`src/rtl/serial_framer_pkg.sv`:
```
// serial_framer_pkg: shared state encoding and default frame width for the serial framer
package serial_framer_pkg;
  localparam int DATA_BITS_DEF = 8;
  typedef enum logic [1:0] {
    IDLE = 2'd0,
    DATA = 2'd1,
    STOP = 2'd2,
    HOLD = 2'd3
  } state_t;
endpackage

```
`src/rtl/serial_framer_if.sv`:
```
// serial_framer_if: serial line, sample strobe, acknowledge and received-frame outputs
interface serial_framer_if
  import serial_framer_pkg::*;
#(
  parameter int DATA_BITS = DATA_BITS_DEF
);
  logic serial_in;
  logic sample_en;
  logic ack;
  logic [DATA_BITS-1:0] data_out;
  logic data_valid;
  logic frame_err;
  logic overrun;
  logic busy;
  modport master (
    output serial_in, sample_en, ack,
    input  data_out, data_valid, frame_err, overrun, busy
  );
  modport slave (
    input  serial_in, sample_en, ack,
    output data_out, data_valid, frame_err, overrun, busy
  );
endinterface

```
`src/rtl/sipo_shift.sv`:
```
// sipo_shift: right-shifting serial-in parallel-out register, new bit enters at the MSB
module sipo_shift #(
  parameter int WIDTH = 8
) (
  input  logic             clk,
  input  logic             reset_b,
  input  logic             shift_en,
  input  logic             clear,
  input  logic             din,
  output logic [WIDTH-1:0] q
);
  always_ff @(posedge clk)
    if (!reset_b || clear) q <= '0;
    else if (shift_en) q <= {din, q[WIDTH-1:1]};
endmodule

```
`src/rtl/serial_framer.sv`:
```
// serial_framer: start/data/stop frame receiver with hold-until-ack and sticky overrun
module serial_framer
  import serial_framer_pkg::*;
#(
  parameter int DATA_BITS = DATA_BITS_DEF
) (
  input logic clk,
  input logic reset_b,
  serial_framer_if.slave bus
);
  localparam int CW = $clog2(DATA_BITS + 1);
  localparam logic [CW-1:0] LAST = CW'(DATA_BITS - 1);
  state_t state, nxt_state;
  logic [CW-1:0] cnt, nxt_cnt;
  logic [DATA_BITS-1:0] sh_q, data_q;
  logic valid_q, err_q, ovr_q;
  logic nxt_valid, nxt_err, nxt_ovr;
  logic sh_en, sh_clr, load, start;
  assign start = bus.sample_en && !bus.serial_in;
  sipo_shift #(.WIDTH(DATA_BITS)) u_shift (
    .clk(clk),
    .reset_b(reset_b),
    .shift_en(sh_en),
    .clear(sh_clr),
    .din(bus.serial_in),
    .q(sh_q)
  );
  always_comb begin
    nxt_state = state;
    nxt_cnt = cnt;
    nxt_valid = valid_q;
    nxt_err = err_q;
    nxt_ovr = ovr_q;
    sh_en = 1'b0;
    sh_clr = 1'b0;
    load = 1'b0;
    case (state)
      IDLE: if (start) begin
        nxt_state = DATA;
        nxt_cnt = '0;
        sh_clr = 1'b1;
      end
      DATA: if (bus.sample_en) begin
        sh_en = 1'b1;
        nxt_cnt = cnt + 1'b1;
        nxt_state = (cnt == LAST) ? STOP : DATA;
      end
      STOP: if (bus.sample_en) begin
        load = 1'b1;
        nxt_valid = 1'b1;
        nxt_err = !bus.serial_in;
        nxt_state = HOLD;
      end
      HOLD: if (bus.ack) begin
        // a start bit arriving with the ack begins the next frame immediately
        nxt_valid = 1'b0;
        nxt_err = 1'b0;
        nxt_ovr = 1'b0;
        nxt_cnt = '0;
        sh_clr = start;
        nxt_state = start ? DATA : IDLE;
      end else if (start) nxt_ovr = 1'b1;
      default: nxt_state = IDLE;
    endcase
  end
  always_ff @(posedge clk)
    if (!reset_b) begin
      state <= IDLE;
      cnt <= '0;
      data_q <= '0;
      valid_q <= 1'b0;
      err_q <= 1'b0;
      ovr_q <= 1'b0;
    end else begin
      state <= nxt_state;
      cnt <= nxt_cnt;
      if (load) data_q <= sh_q;
      valid_q <= nxt_valid;
      err_q <= nxt_err;
      ovr_q <= nxt_ovr;
    end
  assign bus.data_out = data_q;
  assign bus.data_valid = valid_q;
  assign bus.frame_err = err_q;
  assign bus.overrun = ovr_q;
  assign bus.busy = state != IDLE;
endmodule

```
`src/flat_wrapper.sv`:
```
// flat-port wrapper written by rule: the top's interface ports become plain ports
module serial_framer_flat import serial_framer_pkg::*;
#(
  parameter int DATA_BITS = DATA_BITS_DEF
)
  (clk, reset_b, bus_serial_in, bus_sample_en, bus_ack, bus_data_out, bus_data_valid, bus_frame_err, bus_overrun, bus_busy);
  serial_framer_if #(.DATA_BITS(DATA_BITS)) bus_i ();
  input logic clk;
  input logic reset_b;
  input wire logic [$bits(bus_i.serial_in)-1:0] bus_serial_in;
  input wire logic [$bits(bus_i.sample_en)-1:0] bus_sample_en;
  input wire logic [$bits(bus_i.ack)-1:0] bus_ack;
  output wire logic [$bits(bus_i.data_out)-1:0] bus_data_out;
  output wire logic [$bits(bus_i.data_valid)-1:0] bus_data_valid;
  output wire logic [$bits(bus_i.frame_err)-1:0] bus_frame_err;
  output wire logic [$bits(bus_i.overrun)-1:0] bus_overrun;
  output wire logic [$bits(bus_i.busy)-1:0] bus_busy;
  assign bus_i.serial_in = bus_serial_in;
  assign bus_i.sample_en = bus_sample_en;
  assign bus_i.ack = bus_ack;
  assign bus_data_out = bus_i.data_out;
  assign bus_data_valid = bus_i.data_valid;
  assign bus_frame_err = bus_i.frame_err;
  assign bus_overrun = bus_i.overrun;
  assign bus_busy = bus_i.busy;
  serial_framer #(.DATA_BITS(DATA_BITS)) u_core (.clk(clk), .reset_b(reset_b), .bus(bus_i));
endmodule
```
`config.mk`:
```
export PLATFORM = sky130hd
export DESIGN_NAME = serial_framer_flat
export DESIGN_NICKNAME = d
export VERILOG_FILES = /design/src/rtl/serial_framer_pkg.sv /design/src/rtl/serial_framer_if.sv /design/src/rtl/sipo_shift.sv /design/src/rtl/serial_framer.sv /design/src/flat_wrapper.sv
export SDC_FILE = /design/constraint.sdc
export NUM_CORES = 1
export LEC_CHECK = 0
export ABC_CLOCK_PERIOD_IN_PS = 1650
export CORE_AREA = 2 2 61 63
export CTS_CLUSTER_DIAMETER = 200
export DETAILED_ROUTE_END_ITERATION = 7
export DIE_AREA = 0 0 63 65
export GPL_TIMING_DRIVEN = 1
export SYNTH_ARGS = -nofsm -noshare
export SYNTH_HDL_FRONTEND = slang
export SYNTH_SLANG_ARGS = --single-unit
export TNS_END_PERCENT = 50
```
`constraint.sdc`:
```
create_clock -name clk -period 1.65 [get_ports clk]
set_input_delay 0.33 -clock clk [delete_from_list [all_inputs] [get_ports clk]]
set_output_delay 0.33 -clock clk [all_outputs]
set_load 0.005 [all_outputs]
```
# Word level (Yosys, flattened, before mapping)
# Cells that the tools add are included.
[word_totals] reg_bits=25 latchBits=0 ram_bits=0 romBits=0 inputBits=5 output_inout_bits=12 word_cells=53 n_memories=0
[classes] n_addsub=1 multipliers=0 div=0 n_lt_le_gt_ge=0 n_eq_ne=8 shifts=0 muxes=24 n_bitwise=0 reduce_logical=13
[op_table] cell="2-to-1 mux 4 bit" count=3
[op_table] cell="case mux 4 bit (3 select lines)" count=1
[op_table] cell="2-to-1 mux 1 bit" count=11
[op_table] cell="2-to-1 mux 2 bit" count=5
[op_table] cell="case mux 2 bit (4 select lines)" count=1
[op_table] cell="AND reduction 4 bit" count=2
[op_table] cell="!= test 2 bit (second input constant)" count=3
[op_table] cell="case mux 1 bit (2 select lines)" count=3
[op_table] cell="nonzero test 2 bit" count=3
[op_table] cell="adder 4 x 1 -> 4 bit (second input constant)" count=1
[op_table] cell="== test 2 bit (second input constant)" count=2
[op_table] cell="== test 4 x 3 -> 1 bit (second input constant)" count=1
[op_table] cell="AND reduction 3 bit" count=1
[op_table] cell="nonzero test 3 bit" count=1
[op_table] cell="== test 2 x 1 -> 1 bit (second input constant)" count=1
[op_table] cell="zero test 1 bit" count=2
[op_table] cell="zero test 2 bit" count=1
[op_table] cell="!= test 2 x 1 -> 1 bit (second input constant)" count=1
[op_table] cell="AND reduction 2 bit" count=1
[op_table] cell="logical AND 1 bit" count=1
[op_table] cell="logical OR 1 bit" count=1

# Longest topological paths before layout
[logic_depth] depth_word=5 ltp_mapped=7 ltp_nobuf=6

# Cells and area by module
# A second synthesis with hierarchy kept.
[hier_totals] hier_cells=129 hier_area_um2=1167.4
[by_module_without_submodules] module="serial_framer" instances=1 cells_each=102 area_per_inst_um2=874.6 seq_area_each_um2=340.3
[by_module_without_submodules] module="sipo_shift" instances=1 cells_each=27 area_per_inst_um2=292.8 seq_area_each_um2=160.2

# Worst setup path after synthesis
# Ideal clock, no wire load.
[synth_timing] path_type="register -> register" from="register u_core.state[0]" to="register u_core.u_shift.q[0]" setup_ns=0.149 t_arrival_ns=1.381 required_ns=1.501 setup_slack_ns=0.121 path_stages_with_launch=5 n_path_buf=0 synth_period_minus_slack_ns=1.529 cell_sequence="dfxtp_1 -> inv_1 -> ha_1 -> o41ai_2 -> a21oi_1"
[synth_via] elab_chain_cells=3 word_cells_on_any_way=6 cone_classes="eq/ne: 2; mux: 2; reduce/logical: 2"
[synth_lines] element="from (decl)" line_no="serial_framer.sv:13" rtl="state_t state, nxt_state;"
[synth_lines] element="from (signal assigned)" line_no="serial_framer.sv:75" rtl="state <= nxt_state;"
[synth_lines] element="== test 2 bit / zero test 2 bit (equally long branches)" line_no="serial_framer.sv:37" rtl="case (state)"
[synth_lines] element="case mux 1 bit (2 select lines)" line_no="serial_framer.sv:37"
[synth_lines] element="logical OR 1 bit" line_no="sipo_shift.sv:13" rtl="if (!reset_b || clear) q <= '0;"
[synth_lines] element="to (signal assigned)" line_no="sipo_shift.sv:14" rtl="else if (shift_en) q <= {din, q[WIDTH-1:1]};"
[synth_lines] element="to (decl)" line_no="sipo_shift.sv:10" rtl="output logic [WIDTH-1:0] q"
# Parallel ways exist; a longest one is shown, timed or not.
# A chain may end at the register's enable or synchronous reset.

==> flow_metrics.tcl <==
set metrics [dict create \
    status "complete, no violations" \
    num-fill-cells 359 \
    clockBufferDepth 2 \
    power.density_nw_per_um2 676 \
    leakage_nw 0.598 \
    grt_pass1_vias 1040 \
    antenna_cells 0 \
    drc 0 \
    num_rows 22 \
    cts_tree "yes" \
    register_area_um2 503 \
    ioPinCount 17 \
    netlist.area_leader.share_pct 42.8 \
    reg2reg_depth 7 \
    clk_pin_slew_ns 0.14 \
    worstSetupEndpoint "u_core.bus.frame_err" \
    syn_nets 149 \
    hold_buffers 0 \
    cap_violations 0 \
    arrival_ns 1.84 \
    num_vias 1059 \
    drive_gt1_share_pct 21.8 \
    ys_ff_latch 25 \
    critPathCaptureType "register" \
    drt-initial-drc-count 51 \
    fmax_mhz 623 \
    fp.coreArea_um2 3500 \
    nets 182 \
    detail-route-antenna-nets 0 \
    rsz0062_at_grt "true" \
    start_util_pct 33.5 \
    placed_area_um2 1450 \
    overflow 0 \
    h-tree-depth 1 \
    reg2reg_to "u_core.bus.frame_err" \
    final_cell_mix "34 x nand2_1, 23 x dfxtp_1, 17 x buf_4, 15 x clkdlybuf4s50_1, 13 x nand3_1" \
    seq_area_frac_synth_pct 42.8 \
    fin_area_um2 1560 \
    vdd_ir_drop_max_mv 0.497 \
    post_drt_wl_per_cell_um 11.6 \
    max-slew-margin-rel_pct 81.4 \
    synth_largest_area_cell "dfxtp_1" \
    multi_input_area_um2 661 \
    grt_max_degree 21 \
    drv_slew 0 \
    vias_per_cell 4.86 \
    r2r_slack_ns 0.04 \
    port_buffers 16 \
    place_ws_ns -0.0909 \
    hold_viol_final 0 \
    route.final.wire_length_um 2540 \
    setup_viol 0 \
    worst_slew_pin_slew_ns 0.279 \
    cts_buffers 3 \
    cts.sinks 25 \
    synth.distinct_cells 31 \
    antenna_found_initial 0 \
    start_kind "register" \
    grt_pass1_wl_um 4570 \
    dp_hpwl_um 1890 \
    hold_path.class "reg2reg" \
    dr.pass1.iters 4 \
    synthTopCellsByArea "dfxtp_1 43%, nand2_1 11%, ha_1 6.4%" \
    syn-instance-count 138 \
    final_cells 218 \
    fin_crit_sh_pct 97.3 \
    die_x_um 63 \
    ctsRootBufferMaster "clkbuf_4" \
    path_max_fanout 6 \
    syn_avg_cell_area_um2 8.48 \
    netlist_area_um2 1170 \
    period_minus_slack_ns 1.61 \
    ys_warn_count 0 \
    grt_usage_pct 13.8 \
    skew_ns 0.00368 \
    fin_ws_ns 0.0443 \
    layout_commonest_cell "nand2_1" \
    area_growth_pct 33.6 \
    clk_latency_ns 0.32 \
    place_inst 209 \
    die_h_um 65 \
    criticalPathCategory "reg2reg" \
    place_congestion 0.820 \
    die-area_um2 4100 \
    cp.required_ns 1.89 \
]
[report_power, final]
part           switching [W]  internal, W  total (W)  leakage, nW
registers         0.00000440     0.000610   0.000615        0.202
logic              0.0000809    0.0000760   0.000157        0.382
clock network       0.000192    0.0000926   0.000285       0.0139
total               0.000277     0.000779    0.00106        0.598
[worst max-delay path, cell delays in order (launching register included)]
cell	delay (ns)
dfxtp_2	0.34
buf_4	0.13
buf_4	0.13
ha_1	0.26
nand2b_1	0.19
a21oi_2	0.19
mux2i_1	0.22
nor2b_1	0.06
[state kept, by name, summed over array words and instances (netlist names), named ones only]
name	count
u_core.bus.data_out	8
u_core.u_shift.q	8
u_core.cnt	4
u_core.bus.data_valid	1
u_core.bus.frame_err	1
u_core.bus.overrun	1
u_core.state	1
[per-layer routing]
layer	routed length, um	track usage [%]
met1	1160	16.6
met2	1270	24.9
met3	91	3.65
met4	14	2.50
met5	0	0
[cells in the mapped netlist (all sizes together)]
cell type / n
dfxtp: 25
buf: 2
o21a: 1
o2111ai: 1
nand2b: 1
o211a: 2
and2: 1
or3: 1
and3b: 1
o41ai: 1
clkbuf: 3
or2b: 1
nor2: 4
and3: 1
o21ai: 2
a21oi: 13
inv: 6
nor2b: 2
a21boi: 9
mux2i: 3
nand3: 13
nand4: 1
a21o: 1
nand2: 34
a31o: 1
nor4: 1
ha: 6
o32ai: 1
[per-stage QoR]
stage / setup TNS, ns / total power (W) / hold WS, ns / utilization [%]
final: 0 / 0.00106 / 0.471 / 44.7
after global routing: -0.0310 / 0.00111 / 0.499 / 44.7
after CTS: 0 / 0.00107 / 0.476 / 43.7
after detailed placement: -0.448 / 0.000767 / 0.457 / 41.6
after global placement: -0.231 / 0.000764 / 0.446 / 41.6
after floorplan: 0 / 0.000711 / 0.437 / -
[final cells by class]
type                       instances  share of cell area, %
multi-input combinational        102                   42.3
sequential                        25                   32.2
timing repair buffer              33                   18.3
tap                               48                   3.84
clock buffer                       3                   1.44
inverter                           6                   1.44
clock inverter                     1                  0.480
[timing repair]
| action | 4_1_cts | 5_1_grt |
|---|---|---|
| endpoints found under the setup margin | 1 | 7 |
| pin swaps | 1 | 3 |
| setup buffers | 3 | 2 |
| resized for setup | 9 | 5 |
[cells by family (layout without fill, tap and decap cells)]
group / Yosys count / count (layout) / synth area share [%]
AND/OR/NAND/NOR: 61 / 61 / 24.8
AO/OA/AOI/OAI: 32 / 32 / 19.1
flip-flops: 25 / 25 / 42.8
buffers and inverters: 11 / 43 / 4.28
adder cells (fa/ha/maj): 6 / 6 / 6.42
multiplexers: 3 / 3 / 2.57
[worst min-delay path by stage]
stage / slack, ns / startpoint / end / cells past startpoint
3_3_place_gp: 0.45 / u_core.u_shift.q[0] / u_core.u_shift.q[0] / 2
2_1_floorplan: 0.44 / u_core.u_shift.q[0] / u_core.u_shift.q[0] / 2
5_1_grt: 0.50 / u_core.bus.data_out[7] / u_core.bus.data_out[7] / 2
4_1_cts: 0.48 / u_core.u_shift.q[0] / u_core.u_shift.q[0] / 2
6_report: 0.47 / u_core.bus.data_out[7] / u_core.bus.data_out[7] / 2
3_5_place_dp: 0.46 / u_core.u_shift.q[0] / u_core.u_shift.q[0] / 2
Note: power is estimated with default switching activity, not from simulation.
